**config.mk**
```make
export PLATFORM = sky130hd
export DESIGN_NAME = fetch_unit
export DESIGN_NICKNAME = d
export VERILOG_FILES = /design/src/rtl/fetch_unit.sv
export SDC_FILE = /design/constraint.sdc
export NUM_CORES = 1
export LEC_CHECK = 0
export ABC_AREA = 1
export BUFFER_PORTS_ARGS = -buffer_cell sky130_fd_sc_hd__buf_2
export CAP_MARGIN = 30
export CORE_MARGIN = 2
export CORE_UTILIZATION = 30
export DETAILED_ROUTE_END_ITERATION = 6
export PLACE_DENSITY = 0.54
export SYNTH_ARGS = -nofsm -noshare
export SYNTH_HDL_FRONTEND = slang
export SYNTH_SLANG_ARGS = --single-unit
```
**constraint.sdc**
```tcl
create_clock -name Clock -period 9.3 [get_ports Clock]
set_clock_uncertainty 0.05 [all_clocks]
set_input_delay 0.465 -clock Clock [delete_from_list [all_inputs] [get_ports Clock]]
set_output_delay 0.465 -clock Clock [all_outputs]
set_load 0.05 [all_outputs]
```
**src/rtl/fetch_unit.sv**
```systemverilog
// fetch_unit: instruction fetch front-end upstream of the IF pipeline register.
//
// Owns the fetch PC, issues in-order word requests to instruction memory
// (req/gnt, in-order rvalid responses) and buffers returned words with their
// PCs in a DEPTH-entry prefetch FIFO. The FIFO head is presented to IF each
// cycle. A redirect flushes the FIFO, restarts fetch at redirect_pc and marks
// every response still in flight for discard.
//
// Ports
//   Clock, nReset          rising-edge clock, async active-low reset
//   redirect, redirect_pc  taken branch/jump from EX and its target
//   hold                   downstream stall, head entry is not consumed
//   imem_req/addr/gnt      request channel (addr held until gnt)
//   imem_rvalid/rdata      response channel, in request order
//   fetch_valid            head entry present (0 -> IF inserts a bubble)
//   PC, instruction        head entry, or 0 / NOP when empty
//
// fetch_fifo: circular buffer of {pc, instr} pairs with flush and count.

module fetch_fifo #(
  parameter int DEPTH = 2
) (
  input  logic                     Clock,
  input  logic                     nReset,
  input  logic                     flush,
  input  logic                     push,
  input  logic                     pop,
  input  logic [31:0]              push_pc,
  input  logic [31:0]              push_instr,
  output logic [31:0]              head_pc,
  output logic [31:0]              head_instr,
  output logic [$clog2(DEPTH):0]   count
);

  localparam int AW = (DEPTH > 1) ? $clog2(DEPTH) : 1;
  localparam int CW = $clog2(DEPTH) + 1;

  logic [31:0]   pc_mem  [DEPTH];
  logic [31:0]   ins_mem [DEPTH];
  logic [AW-1:0] rd_ptr, wr_ptr;

  // Storage carries no reset; count gates every read.
  always_ff @(posedge Clock) begin
    if (push && !flush) begin
      pc_mem[wr_ptr]  <= push_pc;
      ins_mem[wr_ptr] <= push_instr;
    end
  end

  // DEPTH is a power of two, so pointers wrap naturally.
  always_ff @(posedge Clock or negedge nReset) begin
    if (!nReset) begin
      rd_ptr <= '0;
      wr_ptr <= '0;
      count  <= '0;
    end else if (flush) begin
      rd_ptr <= '0;
      wr_ptr <= '0;
      count  <= '0;
    end else begin
      if (push) wr_ptr <= wr_ptr + AW'(1);
      if (pop)  rd_ptr <= rd_ptr + AW'(1);
      count <= count + CW'(push) - CW'(pop);
    end
  end

  assign head_pc    = pc_mem[rd_ptr];
  assign head_instr = ins_mem[rd_ptr];

endmodule

module fetch_unit #(
  parameter logic [31:0] RESET_PC = 32'h0000_0000,
  parameter int          DEPTH    = 2
) (
  input  logic        Clock,
  input  logic        nReset,
  input  logic        redirect,
  input  logic [31:0] redirect_pc,
  input  logic        hold,
  output logic        imem_req,
  output logic [31:0] imem_addr,
  input  logic        imem_gnt,
  input  logic        imem_rvalid,
  input  logic [31:0] imem_rdata,
  output logic        fetch_valid,
  output logic [31:0] PC,
  output logic [31:0] instruction
);

  localparam int          CW  = $clog2(DEPTH) + 1;
  localparam logic [31:0] NOP = 32'h0000_0013;

  logic [31:0]   fetch_pc, resp_pc;
  logic [CW-1:0] count, outstanding, discard;
  logic          run;
  logic [31:0]   head_pc, head_instr;
  logic [31:0]   redirect_base;
  logic [CW:0]   in_use;
  logic          issue, rsp, keep, push, pop;

  assign redirect_base = redirect_pc & 32'hFFFF_FFFC;

  // Buffered plus in-flight words may never exceed DEPTH; this is what
  // guarantees every accepted response has a FIFO slot. In-flight requests
  // from before a redirect still occupy the budget until they drain.
  assign in_use   = {1'b0, count} + {1'b0, outstanding};
  assign imem_req = run && !redirect && (in_use < (CW+1)'(DEPTH));
  assign imem_addr = fetch_pc;

  assign issue = imem_req && imem_gnt;
  // A response with nothing outstanding is a protocol error; ignore it.
  assign rsp   = imem_rvalid && (outstanding != '0);
  assign keep  = rsp && (discard == '0);
  assign push  = keep && !redirect;
  assign pop   = fetch_valid && !hold && !redirect;

  fetch_fifo #(.DEPTH(DEPTH)) u_fifo (
    .Clock      (Clock),
    .nReset     (nReset),
    .flush      (redirect),
    .push       (push),
    .pop        (pop),
    .push_pc    (resp_pc),
    .push_instr (imem_rdata),
    .head_pc    (head_pc),
    .head_instr (head_instr),
    .count      (count)
  );

  always_ff @(posedge Clock or negedge nReset) begin
    if (!nReset) begin
      run <= 1'b0;
    end else begin
      run <= 1'b1;
    end
  end

  always_ff @(posedge Clock or negedge nReset) begin
    if (!nReset) begin
      fetch_pc    <= RESET_PC;
      resp_pc     <= RESET_PC;
      outstanding <= '0;
      discard     <= '0;
    end else begin
      // issue is forced low during redirect, so this covers both cases.
      outstanding <= outstanding + CW'(issue) - CW'(rsp);
      if (redirect) begin
        fetch_pc <= redirect_base;
        resp_pc  <= redirect_base;
        // Everything still in flight after this edge belongs to the old path.
        discard  <= outstanding - CW'(rsp);
      end else begin
        if (issue) fetch_pc <= fetch_pc + 32'd4;
        if (push)  resp_pc  <= resp_pc + 32'd4;
        if (rsp && (discard != '0)) discard <= discard - CW'(1);
      end
    end
  end

  assign fetch_valid = (count != '0);
  assign PC          = fetch_valid ? head_pc    : 32'h0;
  assign instruction = fetch_valid ? head_instr : NOP;

  a_rvalid_with_outstanding: assert property (
    @(posedge Clock) disable iff (!nReset) !(imem_rvalid && (outstanding == '0)));

endmodule

```
==> flow_metrics.env, run 1 <==
export IMPL_status="finished clean"
export IMPL_r2r_start="u_fifo.count[0]$_DFF_PN0_"
export IMPL_grt_pass1_wl_um=39770
export IMPL_synth_edf_count=124
export IMPL_antenna_found_initial=0
export IMPL_ys_ff_latch=193
export IMPL_critPathLaunch="u_fifo.rd_ptr$_DFFE_PN0P_"
export IMPL_layout_min_cycle_time_ps=3347
export IMPL_drive_gt1_frac=0.1941
export IMPL_path_max_fanout=63
export IMPL_dp_slack_ps=6153
export IMPL_r2r_end="imem_addr[23]$_DFFE_PN0P_"
export IMPL_grt_max_degree=70
export IMPL_start_kind="flop"
export IMPL_cts_tree="done"
export IMPL_hold_path_class="input port to flop"
export IMPL_yosysTopAreaCellShare=0.3992
export IMPL_antenna_cells=0
export IMPL_power_density_nw_per_um2=245.7
export IMPL_post_cts_resized=0
export IMPL_overflow=0
export IMPL_cts_buffers=17
export IMPL_min_delay_path_depth=1
export IMPL_htree_levels=4
export IMPL_r2r_cells=11
export IMPL_syn_to_final_growth_pct=19.71
export IMPL_end_kind="output pin"
export IMPL_die_w_um=180.3
export IMPL_leakagePower_uw=0.004812
export IMPL_final_nets=1251
export IMPL_worst_path_largest_cell_delay_ps=510
export IMPL_yosysMostFrequentCell="nand2_1"
export IMPL_cp_num_buf_inv=4
export IMPL_synth_cell_area_sq_um=9326
export IMPL_worst_pin_slew_ps=852.0
export IMPL_num_io_pins=168
export IMPL_path_cells="buf_4 -> inv_2 -> buf_4 -> nand2_1 -> a21oi_1 -> buf_2"
export IMPL_synth_area_per_cell_sq_um=9.162
export IMPL_crit_arrival_ps=2830
export IMPL_crit_path_frequent_cell="buf_4"
export IMPL_drc=0
export IMPL_path_clk_slew_ps=90
export IMPL_die_h_um=180.3
export IMPL_drv_cap=0
export IMPL_dr_pass1_iters=7
export IMPL_period_share=0.3599
export IMPL_initial_utilization=0.3049
export IMPL_worstPathRequired_ps=8790
export IMPL_postCtsHoldBufs=0
export IMPL_seq_area_frac_synth=0.5844
export IMPL_utilization=0.3650
export IMPL_ant_nets=0
export IMPL_clock_power_share=0.271
export IMPL_hold_end="u_fifo.ins_mem[1][2]$_DFFE_PP_"
export IMPL_crit_family="buffers and inverters"
export IMPL_synthArstFlopShare=0.3575
export IMPL_viasPerCell=4.647
export IMPL_yosys_top_cells_count="nand2_1, edfxtp_1, inv_1"
export IMPL_cp_depth=6
export IMPL_clockBufferDepth=2
export IMPL_synth_warning_count=0
export IMPL_r2r_setup_slack_ps=6830
export IMPL_vias=7347
export IMPL_power_switching_share=0.4170
export IMPL_syn_instance_count=1018
export IMPL_portBuffers=161
export IMPL_routedWlPerCell_um=16.04
export IMPL_rows=64
export IMPL_hold_path_startpoint="imem_rdata[2]"
export IMPL_synth_area_leader_cell="edfxtp_1"
export IMPL_critPathSlowestCell="buf_4"
export IMPL_p_int_uw=1599
export IMPL_slew_violations=0
export IMPL_clock_latency_ps=440
export IMPL_core_sq_um=30590
export IMPL_ys_flop_type="edfxtp_1"
export IMPL_place_hpwl_um=17070
export IMPL_place_congestion=0.8419
export IMPL_seq_power_share=0.418
export IMPL_fmax_mhz=298.8
export IMPL_final_setup_worst_slack_ps=5953
export IMPL_whs_ps=156.4
export IMPL_crit_type="flop to output pin"
export IMPL_fin_setup_tns_ps=0
export IMPL_setup_violations=0
export IMPL_finalHoldViolCount=0
export IMPL_cts_sinks=193
export IMPL_wl_um=25360
export IMPL_grtUsageTotal=0.1565
export IMPL_p_sw_uw=1144
export IMPL_grt_pass1_vias=6996
export IMPL_peakVddDrop_v=0.0001192
export IMPL_p_comb_frac=0.312
export IMPL_post_cts_buffers=0
export IMPL_cts_root_buffer="clkbuf_16"
export IMPL_synth_area_leaders="edfxtp_1, dfrtp_1, nand2_1"
export IMPL_dieArea_sq_um=32520
export IMPL_rsz0062_at_grt="false"
export IMPL_first_iter_violations=514
export IMPL_relSlewSlack=0.4320
export IMPL_ys_types=40
==> layout by cell type (no fill, tap or decap), drive strengths merged, types with 8 or more instances in the layout <==
master / synthesis / final
nand2: 343 / 343
buf: 16 / 169
edfxtp: 124 / 124
inv: 97 / 104
nor2: 73 / 73
a21oi: 72 / 72
dfrtp: 69 / 69
nand3: 65 / 65
o21ai: 39 / 39
xor2: 23 / 23
clkbuf: 22 / 17
nor3: 16 / 16
o211ai: 11 / 11
o21bai: 10 / 10
nand4: 9 / 9
ha: 8 / 8
==> through the flow <==
stage / power, uW / instance area, sq um / instances
floorplan: 1774 / 9338 / 1021
global placement: 2013 / 10520 / 1547
detailed placement: 2027 / 10520 / 1547
CTS: 2775 / 11130 / 1579
global route: 2904 / 11160 / 1581
finish: 2743 / 11160 / 1581
==> cell families after synthesis <==
logic type      after synthesis  synth area share
simple gates                512            0.2341
flops                       193            0.5844
compound gates              140           0.08291
buf+inv                     135           0.05956
xor+xnor                     27           0.02535
fa+ha+maj                     9           0.01288
other cells                   2         0.0008052
==> routing by layer <==
| metal | vias to the layer above | share of wire | global-route usage |
|---|---|---|---|
| met1 | 3449 | 0.49 | 0.2306 |
| li1 | 3664 | - | - |
| met3 | 17 | 0.059 | 0.03254 |
| met5 | - | 0 | 0 |
| met4 | 0 | 0.0094 | 0.03258 |
| met2 | 217 | 0.45 | 0.2374 |
==> state kept, by name, indices dropped and copies added, names as in the netlist, 2 cells and up <==
register and flops:
u_fifo.pc_mem 60, u_fifo.ins_mem 64, u_fifo.count 2, outstanding 2, discard 2, imem_addr 30
resp_pc 30
==> worst max path at each step <==
| stage | to | slack (ps) |
|---|---|---|
| after detailed placement | resp_pc[25]$_DFFE_PN0N_ | 6150 |
| after global routing | PC[23] | 5690 |
| after CTS | PC[23] | 5840 |
| after global placement | resp_pc[25]$_DFFE_PN0N_ | 6250 |
| final | PC[23] | 5950 |
| after floorplan | u_fifo.ins_mem[1][0]$_DFFE_PP_ | 5120 |
==> power by group through the flow <==
stage                     clock (uW)  sequential, uW  combinational, uW
after floorplan                    0            1200                572
after global placement             0            1160                854
after detailed placement           0            1160                865
after CTS                        764            1140                867
after global routing             800            1160                942
final                            742            1150                855
==> area by class of cell <==
type	instances	area, sq um
Fill cell	3114	19420
Sequential cell	193	5451
Multi-Input combinational cell	693	3354
Timing Repair Buffer	170	895.9
Tap cell	396	495.5
Clock buffer	17	425.4
Inverter	97	364.1
Clock inverter	15	177.7
(Power assumes the default switching activity.)
==> run 2: changes to the inputs <==
--- a/config.mk
+++ b/config.mk
@@ -5,13 +5,13 @@
 export SDC_FILE = /design/constraint.sdc
 export NUM_CORES = 1
 export LEC_CHECK = 0
-export ABC_AREA = 1
+export ABC_AREA = 0
 export BUFFER_PORTS_ARGS = -buffer_cell sky130_fd_sc_hd__buf_2
 export CAP_MARGIN = 30
 export CORE_MARGIN = 2
 export CORE_UTILIZATION = 30
 export DETAILED_ROUTE_END_ITERATION = 6
-export PLACE_DENSITY = 0.54
+export PLACE_DENSITY = 0.55
 export SYNTH_ARGS = -nofsm -noshare
 export SYNTH_HDL_FRONTEND = slang
 export SYNTH_SLANG_ARGS = --single-unit
==> constraint.sdc (replaced) <==
create_clock -name Clock -period 3.2 [get_ports Clock]
set_clock_uncertainty 0.05 [all_clocks]
set_input_delay 0.16 -clock Clock [delete_from_list [all_inputs] [get_ports Clock]]
set_output_delay 0.16 -clock Clock [all_outputs]
set_load 0.05 [all_outputs]
==> run 2 against run 1 <==
Non-clock buffer count up 74. Area after synthesis shrank 7.3%. Count of clock-buffer cells in the layout grew 1. Critical path type is now flop to flop. Critical endpoint is now outstanding[1]$_DFF_PN0_. Largest cell class unchanged.
==> flow_metrics.env, run 2 <==
export IMPL_ys_flop_type="edfxtp_1"
export IMPL_wl_um=21240
export IMPL_first_iter_violations=319
export IMPL_yosysTopAreaCellShare=0.4307
export IMPL_layout_min_cycle_time_ps=2955
export IMPL_rsz0062_at_grt="false"
export IMPL_yosysMostFrequentCell="edfxtp_1"
export IMPL_finalPower_uw=7049
export IMPL_rows=62
export IMPL_die_h_um=173.8
export IMPL_initial_utilization=0.3029
export IMPL_portBuffers=161
export IMPL_seq_area_frac_synth=0.6304
export IMPL_p_comb_frac=0.244
export IMPL_path_clk_slew_ps=70
export IMPL_cts_sinks=193
export IMPL_dr_pass1_iters=5
export IMPL_power_density_nw_per_um2=627.7
export IMPL_grt_max_degree=63
export IMPL_final_cells=1327
export IMPL_fmax_mhz=338.4
export IMPL_clockBufferDepth=2
export IMPL_core_sq_um=28550
export IMPL_worstPathRequired_ps=3500
export IMPL_post_cts_resized=0
export IMPL_synth_edf_count=124
export IMPL_start_kind="flop"
export IMPL_path_cells="inv_1 -> nor2_1 -> fa_1 -> nor4b_4 -> and2_1 -> inv_2 -> ha_1 -> inv_1 -> ha_1 -> xnor2_1 -> xnor2_1"
export IMPL_fin_setup_tns_ps=0
export IMPL_crit_family="adder cells"
export IMPL_overflow=0
export IMPL_p_sw_uw=2346
export IMPL_relSlewSlack=0.4816
export IMPL_synthArstFlopShare=0.3575
export IMPL_ys_types=50
export IMPL_cts_tree="done"
export IMPL_grt_pass1_wl_um=34200
export IMPL_grtUsageTotal=0.1452
export IMPL_synth_area_leader_cell="edfxtp_1"
export IMPL_ant_nets=0
export IMPL_finalHoldViolCount=0
export IMPL_setup_violations=0
export IMPL_hold_path_class="input port to flop"
export IMPL_groute_layer_met2_usage=0.2120
export IMPL_post_cts_buffers=0
export IMPL_grt_pass1_vias=6177
export IMPL_drive_gt1_frac=0.2513
export IMPL_dp_cells=1232
export IMPL_busiest_layer="met1"
export IMPL_critPathSlowestCell="fa_1"
export IMPL_drv_cap=0
export IMPL_final_cell_mix="buf_2, edfxtp_1, nor2_1"
export IMPL_final_common_cell="buf_2"
export IMPL_die_w_um=173.8
export IMPL_num_io_pins=168
export IMPL_ys_ff_latch=193
export IMPL_synth_area_per_cell_sq_um=12.32
export IMPL_clock_latency_ps=430
export IMPL_period_share=0.9236
export IMPL_status="finished clean"
export IMPL_final_nets=1009
export IMPL_synth_warning_count=0
export IMPL_path_max_fanout=18
export IMPL_worst_path_largest_cell_delay_ps=460
export IMPL_synth_cell_area_sq_um=8646
export IMPL_place_hpwl_um=14500
export IMPL_drc=0
export IMPL_postCtsHoldBufs=63
export IMPL_crit_arrival_ps=3260
export IMPL_use_met3=0.02719
export IMPL_antenna_cells=0
export IMPL_p_int_uw=4702
export IMPL_end_kind="flop"
export IMPL_syn_instance_count=702
export IMPL_reg_top3="u_fifo.ins_mem x64, u_fifo.pc_mem x60"
export IMPL_routedWlPerCell_um=16.00
export IMPL_antenna_found_initial=1
export IMPL_syn_to_final_growth_pct=29.87
export IMPL_largest_reg_flops=64
export IMPL_leakagePower_uw=0.004348
export IMPL_grt_use_met1=0.2170
export IMPL_cp_num_buf_inv=3
export IMPL_peakVddDrop_v=0.0003460
export IMPL_seq_power_share=0.438
export IMPL_yosys_top_cells_count="edfxtp_1, nor2_1, dfrtp_1"
export IMPL_clock_power_share=0.318
export IMPL_vias=6175
export IMPL_power_switching_share=0.3329
export IMPL_cts_buffers=17
export IMPL_synth_area_leaders="edfxtp_1, dfrtp_1, mux2i_1"
export IMPL_crit_type="flop to flop"
export IMPL_worst_pin_slew_ps=775.4
export IMPL_place_congestion=0.8203
export IMPL_viasPerCell=4.653
export IMPL_dieArea_sq_um=30190
export IMPL_slew_violations=0
export IMPL_htree_levels=4
export IMPL_cts_root_buffer="clkbuf_16"
export IMPL_largest_register="u_fifo.ins_mem"
-- run 2: cells by family (layout without fill, tap and decap cells) --
| logic type | count (synthesis) | count (layout) | synth area share |
|---|---|---|---|
| mux | 66 | 66 | 0.07684 |
| compound gates | 92 | 92 | 0.06570 |
| buf+inv | 58 | 296 | 0.02967 |
| xor+xnor | 37 | 37 | 0.03748 |
| flops | 193 | 193 | 0.6304 |
| simple gates | 245 | 245 | 0.1452 |
| fa+ha+maj | 9 | 9 | 0.01389 |
| other cells | 2 | 5 | 0.0008686 |
-- run 2: cell type report --
class | count | area [sq um]
tap | 384 | 480.5
sequential | 193 | 5454
multi-input combinational | 454 | 2979
clock inverter | 14 | 186.4
clock buffer | 18 | 429.2
timing repair buffer | 244 | 1624
fill | 2819 | 17320
inverter | 20 | 75.07
-- run 2: worst paths after layout --
kind                                      startpoint                   endpoint  slack, ps  cells after the start
setup / recovery           u_fifo.count[0]$_DFF_PN0_   outstanding[1]$_DFF_PN0_        240                     11
hold / removal                       redirect_pc[30]  imem_addr[30]$_DFFE_PN0P_         20                      3
setup reg to reg           u_fifo.count[0]$_DFF_PN0_   outstanding[1]$_DFF_PN0_        240                     11
hold reg to reg            imem_addr[31]$_DFFE_PN0P_  imem_addr[31]$_DFFE_PN0P_        470                      1
max in group asynchronous                     nReset    resp_pc[19]$_DFFE_PN0N_       2030                      3
min in group asynchronous                     nReset              run$_DFF_PN0_        240                      2
-- run 2: through the flow --
stage / instance area [sq um] / util / hold slack, ps / worst slack (ps)
after CTS: 11230 / 0.3933 / 4.837 / 242.9
after global routing: 11230 / 0.3933 / 21.47 / 14.57
after global placement: 9982 / 0.3497 / 168.4 / 365.2
after floorplan: 8691 / - / -185.6 / 1.480
final: 11230 / 0.3933 / 18.35 / 244.6
after detailed placement: 9982 / 0.3497 / 174.9 / 279.0
-- run 2: worst reg2reg max path, cell delays in order, from the launching register on --
cell and delay [ps]:
dfrtp_1 400, inv_1 90, nor2_1 170, fa_1 460, nor4b_4 440, and2_1 250, inv_2 170, ha_1 320
inv_1 40, ha_1 170, xnor2_1 180, xnor2_1 140
-- run 2: metal layers --
| layer | vias to the layer above | share of wire |
|---|---|---|
| met5 | - | 0.00033 |
| met4 | 2 | 0.014 |
| met3 | 25 | 0.047 |
| met2 | 183 | 0.43 |
| met1 | 2971 | 0.51 |
| li1 | 2994 | - |
-- run 2: power groups by stage --
stage / clock network (uW) / logic, uW / registers [uW]
2_1_floorplan: 0 / 1100 / 3230
4_1_cts: 2300 / 1740 / 3090
3_5_place_dp: 0 / 1680 / 3140
5_1_grt: 2410 / 1880 / 3120
3_3_place_gp: 0 / 1670 / 3130
6_report: 2240 / 1720 / 3090
==> run 3: changes to the inputs <==
==> constraint.sdc (replaced) <==
create_clock -name Clock -period 3.5 [get_ports Clock]
set_clock_uncertainty 0.05 [all_clocks]
set_input_delay 0.175 -clock Clock [delete_from_list [all_inputs] [get_ports Clock]]
set_output_delay 0.175 -clock Clock [all_outputs]
set_load 0.05 [all_outputs]
==> run 3 against run 2 <==
Design area is 0.68% lower. Register-to-register slack better by 370 ps. Clock power is 11% lower. Largest power group unchanged. Fmax is 2.3% higher. Utilization is 0.27 points lower. Hold slack worse by 4.4 ps. Flip-flop and latch count stayed put. Die area stayed put. Cell count is 0.68% lower. Global-route usage is 0.55 points lower. Via count is 1.4% lower. Highest routed layer is now met4. Combinational power is 8% lower.
==> flow_metrics.env, run 3 (synthesis gave the netlist of run 2 again) <==
export IMPL_drc=0
export IMPL_relSlewSlack=0.4081
export IMPL_worst_pin_slew_ps=881.1
export IMPL_cts_buffers=17
export IMPL_r2r_start="u_fifo.count[0]$_DFF_PN0_"
export IMPL_reg_top3="u_fifo.ins_mem x64, u_fifo.pc_mem x60"
export IMPL_viasPerCell=4.619
export IMPL_rsz0062_at_grt="false"
export IMPL_path_max_fanout=13
export IMPL_largest_reg_flops=64
export IMPL_post_cts_buffers=0
export IMPL_final_common_cell="buf_2"
export IMPL_period_share=0.8250
export IMPL_postCtsHoldBufs=59
export IMPL_rows=62
export IMPL_routedWlPerCell_um=15.88
export IMPL_htree_levels=4
export IMPL_crit_arrival_ps=3130
export IMPL_critPathLaunch="u_fifo.count[0]$_DFF_PN0_"
export IMPL_grtUsageTotal=0.1397
export IMPL_end_kind="flop"
export IMPL_vias=6088
export IMPL_first_iter_violations=376
export IMPL_path_clk_slew_ps=80
export IMPL_fin_setup_tns_ps=0
export IMPL_clock_latency_ps=420
export IMPL_min_delay_path_depth=3
export IMPL_die_h_um=173.8
export IMPL_cts_sinks=193
export IMPL_peakVddDrop_v=0.0002415
export IMPL_setup_violations=0
export IMPL_place_congestion=0.8174
export IMPL_crit_path_frequent_cell="nor2_1"
export IMPL_overflow=0
export IMPL_slew_violations=0
export IMPL_grt_pass1_vias=5756
export IMPL_grt_max_degree=62
export IMPL_r2r_cells=9
export IMPL_place_hpwl_um=14270
export IMPL_syn_to_final_growth_pct=28.99
export IMPL_initial_utilization=0.3029
export IMPL_drive_gt1_frac=0.2505
export IMPL_antenna_cells=0
export IMPL_clockBufferDepth=2
export IMPL_antenna_found_initial=0
export IMPL_wl_um=20930
export IMPL_cts_root_buffer="clkbuf_16"
export IMPL_ant_nets=0
export IMPL_drv_cap=0
export IMPL_finalHoldViolCount=0
export IMPL_dr_pass1_iters=5
export IMPL_die_w_um=173.8
export IMPL_leakagePower_uw=0.004307
export IMPL_final_nets=1000
export IMPL_worst_path_largest_cell_delay_ps=470
export IMPL_hold_path_startpoint="redirect_pc[29]"
export IMPL_final_cell_area_sq_um=11150
export IMPL_cts_tree="done"
export IMPL_start_kind="flop"
export IMPL_critPathSlowestCell="fa_1"
export IMPL_status="finished clean"
export IMPL_final_cell_mix="buf_2, edfxtp_1, nor2_1"
export IMPL_dieArea_sq_um=30190
export IMPL_worstPathRequired_ps=3740
export IMPL_dp_slack_ps=618.9
export IMPL_finalPower_uw=6384
export IMPL_largest_register="u_fifo.ins_mem"
export IMPL_crit_type="flop to flop"
export IMPL_num_io_pins=168
export IMPL_core_sq_um=28550
export IMPL_fmax_mhz=346.3
export IMPL_grt_pass1_wl_um=32920
export IMPL_hold_path_class="input port to flop"
export IMPL_post_dp_cell_area_sq_um=9957
export IMPL_layout_min_cycle_time_ps=2888
export IMPL_portBuffers=161
export IMPL_post_cts_resized=0
export IMPL_fillerInstances=2806
export IMPL_final_setup_worst_slack_ps=612.4
export IMPL_power_density_nw_per_um2=572.5
export IMPL_path_cells="inv_1 -> nor2_1 -> fa_1 -> nor4b_4 -> and2_1 -> nor2_1 -> buf_4 -> o21ai_0 -> o311ai_0"
run 3: per-layer routing:
layer  global-route usage  wire length, um  up-vias
met1               0.2090            10680     2910
met5                    0                0        -
met2               0.2050             8979      191
met4              0.03221              196        0
li1                     -                -     2976
met3              0.03202             1073       11
run 3: final timing paths:
kind | endpoint | slack [ps]
worst max register to register | imem_addr[11]$_DFFE_PN0P_ | 610
worst max-delay path | imem_addr[11]$_DFFE_PN0P_ | 610
max in group asynchronous | resp_pc[30]$_DFFE_PN0N_ | 2230
worst min-delay path | imem_addr[29]$_DFFE_PN0P_ | 10
worst min register to register | imem_addr[31]$_DFFE_PN0P_ | 460
min in group asynchronous | u_fifo.rd_ptr$_DFFE_PN0P_ | 360
run 3: area by class of cell:
class                           count  area, sq um  share of cell area
Multi-Input combinational cell    454         2979              0.2671
Clock inverter                     14        175.2             0.01571
Tap cell                          384        480.5             0.04308
Sequential cell                   193         5454              0.4891
Timing Repair Buffer              235         1559              0.1398
Inverter                           20        75.07            0.006732
Clock buffer                       18        429.2             0.03848
run 3: power by group:
group	internal, uW	total [uW]	switching [uW]
registers	2630	2800	175
logic	476	1590	1110
clock network	1140	1990	854
total	4240	6380	2140
run 3: critical path, delay by kind of cell (launching register included):
kind | cells | cell delay (ps)
DFF | 1 | 390
buffers and inverters | 2 | 340
adders and majority gates | 1 | 470
and+or+nand+nor | 4 | 1180
AOI/OAI and AO/OA | 2 | 330
run 3: stage by stage:
stage	util	std cells	hold slack (ps)
global route	0.3906	1318	19.91
floorplan	-	705	-170.6
global placement	0.3488	1227	302.3
finish	0.3906	1318	13.92
CTS	0.3906	1318	2.982
detailed placement	0.3488	1227	305.1
